$ cat config.mk
export PLATFORM = sky130hd
export DESIGN_NAME = vga_timing
export DESIGN_NICKNAME = d
export VERILOG_FILES = /design/src/rtl/vga_pkg.sv /design/src/rtl/vga_delay.sv /design/src/rtl/vga_timing.sv
export SDC_FILE = /design/constraint.sdc
export NUM_CORES = 1
export LEC_CHECK = 0
export CAP_MARGIN = 40
export CORE_MARGIN = 1.5
export CORE_UTILIZATION = 35
export DETAILED_ROUTE_END_ITERATION = 16
export PLACE_DENSITY = 0.67
export SYNTH_ARGS = -nofsm -noshare
export SYNTH_HDL_FRONTEND = slang
export SYNTH_SLANG_ARGS = --single-unit
$ cat constraint.sdc
create_clock -name clk_i -period 1.9 [get_ports clk_i]
set_clock_uncertainty 0.1 [all_clocks]
set_input_delay 0.38 -clock clk_i [delete_from_list [all_inputs] [get_ports clk_i]]
set_output_delay 0.38 -clock clk_i [all_outputs]
set_load 0.02 [all_outputs]
$ cat src/rtl/vga_pkg.sv
// rtl/vga_pkg.sv - shared VGA timing mode sets, raw sync bundle type and width helper
package vga_pkg;

  // One complete raster mode: pixel clock, horizontal/vertical geometry, sync polarity
  typedef struct packed {
    int unsigned pclk_khz;
    int unsigned h_vis;
    int unsigned h_fp;
    int unsigned h_sync;
    int unsigned h_bp;
    int unsigned v_vis;
    int unsigned v_fp;
    int unsigned v_sync;
    int unsigned v_bp;
    bit          hs_pol;
    bit          vs_pol;
  } vga_mode_t;

  localparam vga_mode_t VGA_640x480_60 = '{
    pclk_khz: 25175,
    h_vis: 640, h_fp: 16, h_sync: 96, h_bp: 48,
    v_vis: 480, v_fp: 10, v_sync: 2,  v_bp: 33,
    hs_pol: 1'b0, vs_pol: 1'b0
  };

  localparam vga_mode_t VGA_800x600_60 = '{
    pclk_khz: 40000,
    h_vis: 800, h_fp: 40, h_sync: 128, h_bp: 88,
    v_vis: 600, v_fp: 1,  v_sync: 4,   v_bp: 23,
    hs_pol: 1'b1, vs_pol: 1'b1
  };

  // Position-derived signals that travel down the latency-matching delay line
  typedef struct packed {
    logic hs;
    logic vs;
    logic de;
    logic ls;
    logic fs;
  } vga_raw_t;

  // Counter width able to hold 0..total-1
  function automatic int cnt_width(input int unsigned total);
    return (total <= 1) ? 1 : $clog2(total);
  endfunction

endpackage

$ cat src/rtl/vga_delay.sv
// rtl/vga_delay.sv - width x depth shift register with tick enable and synchronous clear
module vga_delay #(
  parameter int W = 1,
  parameter int D = 0
) (
  input  logic         clk,
  input  logic         en,
  input  logic         clr,
  input  logic [W-1:0] d,
  output logic [W-1:0] q
);

  if (D == 0) begin : g_wire
    assign q = d;
    // Depth zero needs no state; keep the control pins referenced
    logic unused;
    assign unused = &{1'b0, clk, en, clr};
  end else begin : g_shift
    logic [W-1:0] stage [D];

    // Shift one stage per tick; clear wins over enable so reset never waits for a tick
    always_ff @(posedge clk) begin
      if (clr) begin
        for (int i = 0; i < D; i++) stage[i] <= '0;
      end else if (en) begin
        stage[0] <= d;
        for (int i = 1; i < D; i++) stage[i] <= stage[i-1];
      end
    end

    assign q = stage[D-1];
  end

endmodule

$ cat src/rtl/vga_timing.sv
// rtl/vga_timing.sv - parametrised VGA raster timing generator with pixel enable and source latency
module vga_timing
  import vga_pkg::*;
#(
  parameter int BPC    = 4,
  parameter int CNT_W  = 10,
  parameter int H_VIS  = VGA_640x480_60.h_vis,
  parameter int H_FP   = VGA_640x480_60.h_fp,
  parameter int H_SYNC = VGA_640x480_60.h_sync,
  parameter int H_BP   = VGA_640x480_60.h_bp,
  parameter int V_VIS  = VGA_640x480_60.v_vis,
  parameter int V_FP   = VGA_640x480_60.v_fp,
  parameter int V_SYNC = VGA_640x480_60.v_sync,
  parameter int V_BP   = VGA_640x480_60.v_bp,
  parameter bit HS_POL = VGA_640x480_60.hs_pol,
  parameter bit VS_POL = VGA_640x480_60.vs_pol,
  parameter int LAT    = 0
) (
  input  logic             clk_i,
  input  logic             reset_ni,
  input  logic             pix_en_i,
  output logic [CNT_W-1:0] x_o,
  output logic [CNT_W-1:0] y_o,
  output logic             req_o,
  input  logic [BPC-1:0]   red_i,
  input  logic [BPC-1:0]   green_i,
  input  logic [BPC-1:0]   blue_i,
  output logic [BPC-1:0]   red_o,
  output logic [BPC-1:0]   green_o,
  output logic [BPC-1:0]   blue_o,
  output logic             hsync_o,
  output logic             vsync_o,
  output logic             de_o,
  output logic             line_start_o,
  output logic             frame_start_o
);

  localparam int H_TOTAL = H_VIS + H_FP + H_SYNC + H_BP;
  localparam int V_TOTAL = V_VIS + V_FP + V_SYNC + V_BP;

  // All boundaries folded to counter width at elaboration
  localparam logic [CNT_W-1:0] H_LAST = CNT_W'(H_TOTAL - 1);
  localparam logic [CNT_W-1:0] V_LAST = CNT_W'(V_TOTAL - 1);
  localparam logic [CNT_W-1:0] H_ACT  = CNT_W'(H_VIS);
  localparam logic [CNT_W-1:0] V_ACT  = CNT_W'(V_VIS);
  localparam logic [CNT_W-1:0] HS_BEG = CNT_W'(H_VIS + H_FP);
  localparam logic [CNT_W-1:0] HS_END = CNT_W'(H_VIS + H_FP + H_SYNC);
  localparam logic [CNT_W-1:0] VS_BEG = CNT_W'(V_VIS + V_FP);
  localparam logic [CNT_W-1:0] VS_END = CNT_W'(V_VIS + V_FP + V_SYNC);

  logic [CNT_W-1:0] h;
  logic [CNT_W-1:0] v;
  vga_raw_t         raw;
  vga_raw_t         dly;

  // Raster counters: h runs across the line, v steps on the h wrap and wraps with it
  always_ff @(posedge clk_i) begin
    if (!reset_ni) begin
      h <= '0;
      v <= '0;
    end else if (pix_en_i) begin
      if (h == H_LAST) begin
        h <= '0;
        v <= (v == V_LAST) ? '0 : v + 1'b1;
      end else begin
        h <= h + 1'b1;
      end
    end
  end

  assign x_o   = h;
  assign y_o   = v;
  assign req_o = (h < H_ACT) && (v < V_ACT);

  // Decode the position into sync/enable/strobe levels (active-high internally)
  always_comb begin
    raw    = '0;
    raw.hs = (h >= HS_BEG) && (h < HS_END);
    raw.vs = (v >= VS_BEG) && (v < VS_END);
    raw.de = req_o;
    raw.ls = (h == '0);
    raw.fs = (h == '0) && (v == '0);
  end

  // Hold the decoded levels back until the externally fetched pixel returns
  vga_delay #(
    .W ($bits(vga_raw_t)),
    .D (LAT)
  ) u_delay (
    .clk (clk_i),
    .en  (pix_en_i),
    .clr (!reset_ni),
    .d   (raw),
    .q   (dly)
  );

  // Output register: applies polarity and blanks the colour outside the visible area
  always_ff @(posedge clk_i) begin
    if (!reset_ni) begin
      hsync_o       <= ~HS_POL;
      vsync_o       <= ~VS_POL;
      de_o          <= 1'b0;
      line_start_o  <= 1'b0;
      frame_start_o <= 1'b0;
      red_o         <= '0;
      green_o       <= '0;
      blue_o        <= '0;
    end else if (pix_en_i) begin
      hsync_o       <= HS_POL ? dly.hs : ~dly.hs;
      vsync_o       <= VS_POL ? dly.vs : ~dly.vs;
      de_o          <= dly.de;
      line_start_o  <= dly.ls;
      frame_start_o <= dly.fs;
      red_o         <= dly.de ? red_i   : '0;
      green_o       <= dly.de ? green_i : '0;
      blue_o        <= dly.de ? blue_i  : '0;
    end
  end

endmodule
==> results.ini <==
[global_routing]
grt_max_degree=15
grt_overflow_total=0
track_usage=0.1764
grt_pass1_wl_um=7031
antenna_found_initial=0
grt_pass1_vias=1431

[final_layout]
seqCellArea_um2=747.0
fin_util=0.5967
nNetsFinal=277
multi_input_area_um2=924.6
syn_to_final_growth_pct=61.55
drive_gt1_frac=0.2471
diodes=0
fillers=402
mostFrequentLayoutCell=clkdlybuf4s50_1
final_cell_mix=clkdlybuf4s50_1 (38), buf_4 (33), dfxtp_1 (32)

[power_and_ir_drop]
leakage_nw=1.200
p_per_area_nw_per_um2=589.4
peakVddDrop_mv=0.3217
p_total_mw=1.552

[job]
max_cap_violations=0

[floorplanning]
rows=24
dieArea_um2=5077
core_um2=4414
die_width_um=71.25
die-height_um=71.25
start_util=0.3693
ios=53

[drt]
wl_met2_um=2010
drt-total-wl_um=4423
vias_per_cell=5.039
routed.top_layer=met4
dr.pass1.iters=4
drtIter0Drc=119
final_antenna_net_count=0
drc=0
routedWlPerCell_um=14.22
met3_length_um=249
vias=1567
wl_met1_um=2093

[hold_path]
hp-class=register to register

[outcome]
violations=setup timing
outcome=complete, but fails checks

[synth]
synthTopCellsByArea=dfxtp_1 (45%), a22o_1 (6.4%), xnor2_1 (5.4%)
synth_largest_area_cell=dfxtp_1
synth_area_um2=1630
synth_seq_cells=37
yosys_warnings=0
synthFlopType=dfxtp_1
avgSynthCellArea_um2=9.534
synthArstFlopShare=0
synth_fp_nets=190
netlist.area_leader.share=0.4543
synth_cells=171
yosysSeqAreaShare=0.4543
synth.distinct_cells=40
synth_edf_count=0

[cts]
cts_root_buf=clkbuf_8
cts_inserted_buffers=5
cts_sinks=37
clkLatencyLatePin_ps=300
clkTransAtPathRegs_ps=70
ctsHtreeMaxLevel=2
clk_path_buf_depth=2
postCtsHoldBufs=0
cts_tree=done

[timing]
rsz0062_at_grt=yes
maxSlewHeadroom=0.4479
finalSetupTns_ps=-84.54
post-route-min-period_ps=1985
final-setup-viol-count=1
finalCritPeriodShare=1.044
max_freq_mhz=503.9
worstMarginPinSlew_ps=826.4
hold_viol=0
slew_viol_final=0
fin_ws_ps=-84.54

[critical_path]
r2r_slack_ps=-80
worstPathRequired_ps=2040
cp.arrival_ps=2120
crit_type=register to register
end_kind=register
crit_path_start_kind=register
cp_max_fo=4

[placement]
port_buffers=52
hpwl_um=3124
gp_congestion=0.8078

[registers in the layout, summed over array words and instances, names as in the netlist]
register and count:
x_o 10, y_o 10, blue_o 4, green_o 4, red_o 4, de_o 1
frame_start_o 1, hsync_o 1, line_start_o 1, vsync_o 1
[cell usage after synthesis, types with 2 or more instances]
cell,instances
clkbuf_1,3
nand2b_1,2
and4_1,3
nand2_1,9
a21boi_0,2
buf_2,2
nor2b_1,4
mux2i_1,2
dfxtp_1,37
xor2_1,4
nand4_1,5
nor4b_1,3
or3_1,2
xnor2_1,10
and2_1,3
and3_1,3
o21ai_0,5
a22o_1,12
a21oi_1,2
nor4_1,5
ha_1,4
inv_1,6
nor3_1,4
nand3_1,8
nor2_1,16
[cell type report]
cell class	count	area share
repair buffers	86	0.3007
inverters	6	0.008551
clock inverters	2	0.003800
multi-input cells	122	0.3511
flip-flops and latches	37	0.2836
well taps	52	0.02470
clock buffers	6	0.02755
[cell families after synthesis]
group           after synthesis  synth area share
compound gates               26            0.1197
xor+xnor                     14           0.07521
fa+ha+maj                     4           0.03070
buf+inv                      12           0.02916
flops                        37            0.4543
mux                           2           0.01228
simple gates                 76            0.2786
[timing repair]
| item | in CTS | in global routing |
|---|---|---|
| resized for setup | 12 | 20 |
| setup buffers | 2 | 3 |
| endpoints found under the setup margin | 13 | 17 |
| pin swaps | 4 | 10 |
[power breakdown]
| group | internal, mW | switching (mW) |
|---|---|---|
| logic | 0.108 | 0.0889 |
| clock network | 0.254 | 0.285 |
| registers | 0.802 | 0.0147 |
| total | 1.16 | 0.388 |
[metrics by stage]
step	instances	hold WS, ps	cell area [µm²]	setup WS [ps]
after floorplan	171	412.6	1647	6.098
after global placement	298	356.0	2425	-374.7
after detailed placement	298	360.9	2425	-428.3
after CTS	308	380.1	2545	1.055
after global routing	311	393.8	2634	-157.5
final	311	376.9	2634	-84.54
[worst max-delay path, stage by stage (launching register included)]
cell and delay [ps]:
dfxtp_2 350, ha_4 130, nand4_1 190, or4_4 620, or3_4 410, a21oi_2 120
[path summary, 6_finish.rpt]
check,startpoint,depth (start not counted),to
min,line_start_o$_SDFFE_PN0P_,2,line_start_o$_SDFFE_PN0P_
max reg2reg,x_o[1]$_SDFFE_PN0P_,5,y_o[7]$_SDFFE_PN0P_
max,x_o[1]$_SDFFE_PN0P_,5,y_o[7]$_SDFFE_PN0P_
min reg2reg,line_start_o$_SDFFE_PN0P_,2,line_start_o$_SDFFE_PN0P_
[layer usage]
metal,global-route usage,up-vias
met5,0,-
met2,0.2531,42
met4,0.06289,0
met1,0.2570,727
li1,-,791
met3,0.04360,7
No activity file was read; power rests on OpenSTA's default activity.
